### src/rtl/txpause.sv
// rtl/txpause.sv - 802.3x PAUSE frame inserter on the 64-bit TX stream, ahead of the CRC framer.
// Optional feature macro: TXPAUSE_XON_EN (release of pause_req emits a quanta-0 frame).
module txpause #(
  parameter int TIMER_WIDTH = 16
) (
  input  logic                   clk,
  input  logic                   aresetn,
  input  logic                   cfg_tx_pause_enable,
  input  logic [15:0]            cfg_pause_quanta,
  input  logic [TIMER_WIDTH-1:0] cfg_refresh_quanta,
  input  logic [7:0]             cfg_sub_quanta_count,
  input  logic [47:0]            cfg_src_mac,
  input  logic                   pause_req,
  input  logic [63:0]            tdata_i,
  input  logic [7:0]             tkeep_i,
  input  logic                   tvalid_i,
  input  logic                   tlast_i,
  output logic                   tready_o,
  output logic [63:0]            tdata_o,
  output logic [7:0]             tkeep_o,
  output logic                   tvalid_o,
  output logic                   tlast_o,
  input  logic                   tready_i,
  output logic                   pause_tx_busy
);

  typedef enum logic [1:0] {s_idle, s_user, s_pause} state_t;

  state_t                 state, state_nxt;
  logic [2:0]             beat;
  logic                   req_d;
  logic                   pending;
  logic [15:0]            quanta_q;
  logic [TIMER_WIDTH-1:0] timer;
  logic [7:0]             presc;
  logic                   rise, fall, tick, expiry, trigger;
  logic                   beat_acc, beat0_acc, last_acc;

  assign rise = pause_req & ~req_d;
`ifdef TXPAUSE_XON_EN
  assign fall = ~pause_req & req_d;
`else
  assign fall = 1'b0;
`endif

  assign tick      = (cfg_sub_quanta_count <= 8'd1) || (presc >= cfg_sub_quanta_count - 8'd1);
  assign expiry    = pause_req && (timer == TIMER_WIDTH'(1)) && tick;
  assign trigger   = rise | fall | expiry;
  assign beat_acc  = (state == s_pause) && tready_i;
  assign beat0_acc = beat_acc && (beat == 3'd0);
  assign last_acc  = beat_acc && (beat == 3'd7);

  always_ff @(posedge clk or negedge aresetn) begin
    if (!aresetn) begin
      state    <= s_idle;
      beat     <= 3'd0;
      req_d    <= 1'b0;
      pending  <= 1'b0;
      quanta_q <= 16'd0;
    end else begin
      state <= state_nxt;
      req_d <= pause_req;
      if (state != s_pause)
        beat <= 3'd0;
      else if (tready_i)
        beat <= beat + 3'd1;
      // New triggers win over the beat-0 clear so an event is never lost.
      if (!cfg_tx_pause_enable)
        pending <= 1'b0;
      else if (trigger)
        pending <= 1'b1;
      else if (beat0_acc)
        pending <= 1'b0;
      // Quanta is frozen as beat 2 comes up so it stays stable under backpressure.
      if (beat_acc && beat == 3'd1)
        quanta_q <= pause_req ? cfg_pause_quanta : 16'd0;
    end
  end

  always_ff @(posedge clk or negedge aresetn) begin
    if (!aresetn) begin
      timer <= '0;
      presc <= 8'd0;
    end else if (!cfg_tx_pause_enable || !pause_req) begin
      timer <= '0;
      presc <= 8'd0;
    end else if (last_acc && quanta_q != 16'd0) begin
      // The beat-7 accept cycle counts as the first sub-quanta cycle,
      // so the idle gap before the refresh frame is refresh * sub cycles.
      timer <= cfg_refresh_quanta;
      presc <= 8'd1;
    end else if (timer != '0) begin
      if (tick) begin
        presc <= 8'd0;
        timer <= timer - TIMER_WIDTH'(1);
      end else begin
        presc <= presc + 8'd1;
      end
    end
  end

  always_comb begin
    state_nxt     = state;
    tready_o      = 1'b0;
    tdata_o       = 64'd0;
    tkeep_o       = 8'd0;
    tvalid_o      = 1'b0;
    tlast_o       = 1'b0;
    pause_tx_busy = 1'b0;
    case (state)
      s_idle: begin
        if (pending) begin
          state_nxt = s_pause;
        end else if (tvalid_i && tready_i && !tlast_i) begin
          state_nxt = s_user;
        end
      end
      s_user: begin
        if (tvalid_i && tready_i && tlast_i)
          state_nxt = pending ? s_pause : s_idle;
      end
      s_pause: begin
        if (tready_i && beat == 3'd7)
          state_nxt = s_idle;
      end
      default: state_nxt = s_idle;
    endcase
    if (aresetn) begin
      if (state == s_pause) begin
        pause_tx_busy = 1'b1;
        tvalid_o      = 1'b1;
        tlast_o       = (beat == 3'd7);
        tkeep_o       = (beat == 3'd7) ? 8'h0F : 8'hFF;
        case (beat)
          3'd0:    tdata_o = {cfg_src_mac[15:0], 48'h010000C28001};
          3'd1:    tdata_o = {32'h01000888, cfg_src_mac[47:16]};
          3'd2:    tdata_o = {48'd0, quanta_q[7:0], quanta_q[15:8]};
          default: tdata_o = 64'd0;
        endcase
      end else if (!(state == s_idle && pending)) begin
        tready_o = tready_i;
        tdata_o  = tdata_i;
        tkeep_o  = tkeep_i;
        tvalid_o = tvalid_i;
        tlast_o  = tlast_i;
      end
    end
  end

endmodule

### config.mk
export PLATFORM = sky130hd
export DESIGN_NAME = txpause
export DESIGN_NICKNAME = d
export VERILOG_FILES = /design/src/rtl/txpause.sv
export SDC_FILE = /design/constraint.sdc
export NUM_CORES = 1
export LEC_CHECK = 0
export BUFFER_PORTS_ARGS = -buffer_cell sky130_fd_sc_hd__buf_2
export CAP_MARGIN = 10
export CORE_ASPECT_RATIO = 0.75
export CORE_MARGIN = 4
export CORE_UTILIZATION = 45
export DETAILED_ROUTE_END_ITERATION = 6
export PLACE_DENSITY_LB_ADDON = 0.2
export SYNTH_ARGS = -nofsm -noshare
export SYNTH_HDL_FRONTEND = slang
export SYNTH_SLANG_ARGS = --single-unit
### constraint.sdc
create_clock -name clk -period 6.8 [get_ports clk]
set_clock_uncertainty 0.15 [all_clocks]
set_input_delay 1.36 -clock clk [delete_from_list [all_inputs] [get_ports clk]]
set_output_delay 1.36 -clock clk [all_outputs]
set_load 0.03 [all_outputs]
Yosys cells after proc, flatten, opt, wreduce, memory -nomap -nowiden
Cells that the tools add are included.
- register bits after elaboration: 47
- input port bits: 167
- output and inout port bits: 76
- logic and storage cells: 92
- add/subtract/negate cells: 4
- magnitude comparators: 2
- equality and inequality tests: 11
- mux-type cells: 39
- bitwise gates (word level): 3
- reduce and logical (&&, ||, !) cells: 26
- operators by type and width (kind ; number):
    $mux W64 ; 3
    $pmux W64 S3 ; 1
    $mux W16 ; 5
    $mux W8 ; 8
    $reduce_bool A16 Y1 ; 2
    $eq A16 B1 Y1 const B ; 1
    $sub A16 B1 Y16 const B ; 1
    $mux W1 ; 14
    $logic_and A1 B1 Y1 ; 12
    $mux W2 ; 5
    $add A8 B1 Y8 const B ; 1
    $ge A8 B8 Y1 ; 1
    $le A8 B1 Y1 const B ; 1
    $sub A8 B1 Y8 const B ; 1
    $mux W3 ; 2
    $pmux W2 S3 ; 1
    $reduce_bool A3 Y1 ; 2
    $ne A2 B2 Y1 const B ; 2
    $add A3 B1 Y3 const B ; 1
    $eq A3 B1 Y1 const B ; 1
    $eq A3 B2 Y1 const B ; 1
    $eq A3 B3 Y1 const B ; 1
    $logic_not A1 Y1 ; 3
    $logic_not A3 Y1 ; 1
    13 further kinds ; 14

Logic depth before layout (Yosys ltp)
- word-level depth: 7
- mapped depth: 12

Worst setup path after synthesis
Ideal clock, no wire load.
- path type: input -> output
- from: in aresetn
- to: out tdata_o[15]
- arrival time: 2.558 ns
- required time: 5.290 ns
- path slack: 2.732 ns
- stages: 4
- path buffers: 2
- cell sequence: nand2_1 clkbuf_1 clkbuf_1 a211oi_1
- longest elaborated chain between the ends: 1
- ends and longest elaborated chain (what ; RTL line ; source):
    start, declared ; 7 ; input logic aresetn,
    $mux W64 ; 128 ; if (aresetn) begin
    end, declared ; 19 ; output logic [63:0] tdata_o,
Every way passes these cells.

Worst setup path after layout
- from: in aresetn
- to: out tdata_o[52]
The elaborated chain is that of the path after synthesis.

==> flow_metrics.tcl <==
set metrics [dict create \
    syn_to_final_growth_pct 37.0 \
    grt_max_degree 66 \
    initial_utilization 0.473 \
    rows 28 \
    path_cells "buf_2 -> and2_1 -> nand2_1 -> a21oi_1 -> buf_2" \
    cpPeakStageDelay_ns 0.52 \
    status "completed" \
    grt_pass1_wl_um 21400 \
    clock-sinks 47 \
    vdd_drop_max_uv 183 \
    regArea_um2 1180 \
    portBuffers 242 \
    grt_use_met2 0.423 \
    worst_pin_slew_ns 1.12 \
    htree_levels 2 \
    placed_cells 847 \
    postCtsResizedCells 0 \
    slew_viol_final 0 \
    final_cells 855 \
    drt_iter0_markers 301 \
    drive_gt1_frac 0.355 \
    cts-hold-fix-buffers 0 \
    r2r_end "timer[9]" \
    ys_top_cells_by_area "dfrtp_1, nand2_1, nor2_1" \
    rsz0062_at_grt "false" \
    critPathKind "in2out" \
    ys_seq_area_frac 0.309 \
    critPathMostFrequentCell "buf_2" \
    met1_usage 0.365 \
    yosysUniqueCellTypes 45 \
    io_pins 243 \
    ys_ff_latch 47 \
    r2r_start "presc[2]" \
    hold_end "quanta_q[2]" \
    syn_nets 717 \
    min_period_ns 4.50 \
    antenna_cells 0 \
    fp.dieH_um 87.7 \
    synth.top_cell.area_share 0.309 \
    powerDensity_nw_per_um2 296 \
    finish.utilization 0.647 \
    cts.clk_slew.worst_paths_ns 0.07 \
    synthCells 532 \
    arrival_ns 2.99 \
    finalSetupViolCount 0 \
    pre_cts_ws_ns 2.30 \
    rrSetupSlack_ns 4.01 \
    syn_area_um2 3810 \
    whs_ns 0.373 \
    final.setup.tns_ns 0 \
    crit_fanout 16 \
    hold_viol 0 \
    fp.coreArea_um2 8060 \
    synth_area_leader_cell "dfrtp_1" \
    multi_input_area_um2 2450 \
    chipWidth_um 114 \
    cp-end-kind "primary output" \
    period_share 0.662 \
    antenna_found_initial 0 \
    dr.pass1.iters 6 \
    dp_hpwl_um 11200 \
    ant_nets 0 \
    grt_pass1_vias 4308 \
    drcViolationCount 0 \
    power_mw 1.55 \
    clock-root-buffer "clkbuf_16" \
    wl_per_cell_um 16.7 \
    leakage_nw 2.76 \
    place_area_um2 5060 \
    drv_cap 0 \
    busiest_layer "met2" \
    yosys_warnings 0 \
    clk_latency_ns 0.29 \
    slew_headroom 0.247 \
    hold_depth 2 \
    gr-total-overflow 0 \
    num_vias 4731 \
    postCtsSetupBuffers 0 \
    cts.path.max_buffers 2 \
    numCtsBuffers 5 \
    die_area_um2 10000 \
    fmax_mhz 222 \
    place.gp.congestion 0.932 \
    grtUsageTotal 0.265 \
    cts_tree "yes" \
    met3_usage 0.0490 \
    r2r_cells 9 \
    drt-vias-per-instance 5.53 \
    finalNetCount 934 \
    holdCritStartpoint "quanta_q[2]" \
    setup_ws_ns 2.30 \
    worstPathRequired_ns 5.29 \
    fin_area_um2 5220 \
    critPathLaunchType "input pin" \
    critical_path.slowest_cell "nand2_1" \
    syn_area_per_cell_um2 7.16 \
    hold_path_class "reg2reg" \
    drt_wl_total_um 14300 \
    fillers 748 \
]
-- routing by layer --
layer  up-vias  wire length, um
met5         -                0
met2       189             6790
met4         0              402
met1      2191             6090
li1       2320                -
met3        31             1010
-- worst max path at each step --
stage | startpoint | end | slack (ns) | cells after the start
3_3_place_gp | aresetn | tdata_o[63] | 2.41 | 5
4_1_cts | aresetn | tdata_o[26] | 2.30 | 5
2_1_floorplan | aresetn | tdata_o[15] | 2.73 | 4
3_5_place_dp | aresetn | tdata_o[26] | 2.30 | 5
5_1_grt | aresetn | tdata_o[59] | 2.04 | 5
6_report | aresetn | tdata_o[52] | 2.30 | 5
-- logic make-up (layout without fill, tap and decap cells) --
kind of cell	count (synthesis)	after routing	synth area share
AND/OR/NAND/NOR	266	266	0.322
AO/OA/AOI/OAI	131	131	0.211
buffers and inverters	49	267	0.0493
flip-flops	47	47	0.309
adder cells (fa/ha/maj)	18	18	0.0591
XOR/XNOR	18	18	0.0414
multiplexers	3	3	0.00821
-- state kept, by name, indices dropped and copies added, names as in the netlist --
name and cells:
state 2, quanta_q 16, timer 16, req_d 1
presc 8, pending 1, beat 3
-- synthesized netlist by cell type (all sizes together) --
cell	instances
a211oi	4
a21o	2
a21oi	40
a221oi	17
a31oi	11
a32o	1
a41o	1
and2	3
and3	15
buf	4
clkbuf	35
dfrtp	47
ha	18
inv	10
mux2	1
mux2i	2
nand2	109
nand2b	2
nand3	14
nand4	2
nand4b	3
nor2	62
nor2b	5
nor3	25
nor3b	2
nor4	7
o2111ai	2
o211ai	4
o21a	1
o21ai	40
o31a	2
o31ai	3
o41ai	3
or2	2
or3	7
or3b	1
or4	6
or4b	1
xnor2	7
xor2	11
-- worst max-delay path, delay by kind of cell --
family | cells | cell delay, ns
and+or+nand+nor | 2 | 0.93
buffers and inverters | 2 | 0.42
AOI/OAI and AO/OA | 1 | 0.28
-- cell type report --
type / count / share of cell area
inverters: 10 / 0.00720
multi-input cells: 436 / 0.471
repair buffers: 249 / 0.242
well taps: 105 / 0.0252
clock inverters: 3 / 0.00528
clock buffers: 5 / 0.0240
flip-flops and latches: 47 / 0.225
-- power by group --
part	total, mW	switching [mW]	internal [mW]	leakage, nW
clock network	0.259	0.119	0.140	0.0723
logic	0.912	0.638	0.273	2.05
registers	0.374	0.0495	0.325	0.637
total	1.55	0.807	0.738	2.76
-- cell usage in the layout, fill, tap and decap left out, drive strengths merged, types with 2 or more instances in the layout --
cell	count
xor2	11
nand2	109
a21oi	40
xnor2	7
a21o	2
or3	7
or2	2
o31ai	3
nand4b	3
o31a	2
clkbuf	5
mux2i	2
inv	12
o211ai	4
a31oi	11
ha	18
buf	249
o21ai	40
o2111ai	2
and2	3
nand4	2
a221oi	17
a211oi	4
dfrtp	47
or4	6
nand3	14
nor2	62
nor4	7
o41ai	3
nor3	25
nand2b	2
nor2b	5
and3	15
nor3b	2
(Power assumes the default switching activity.)
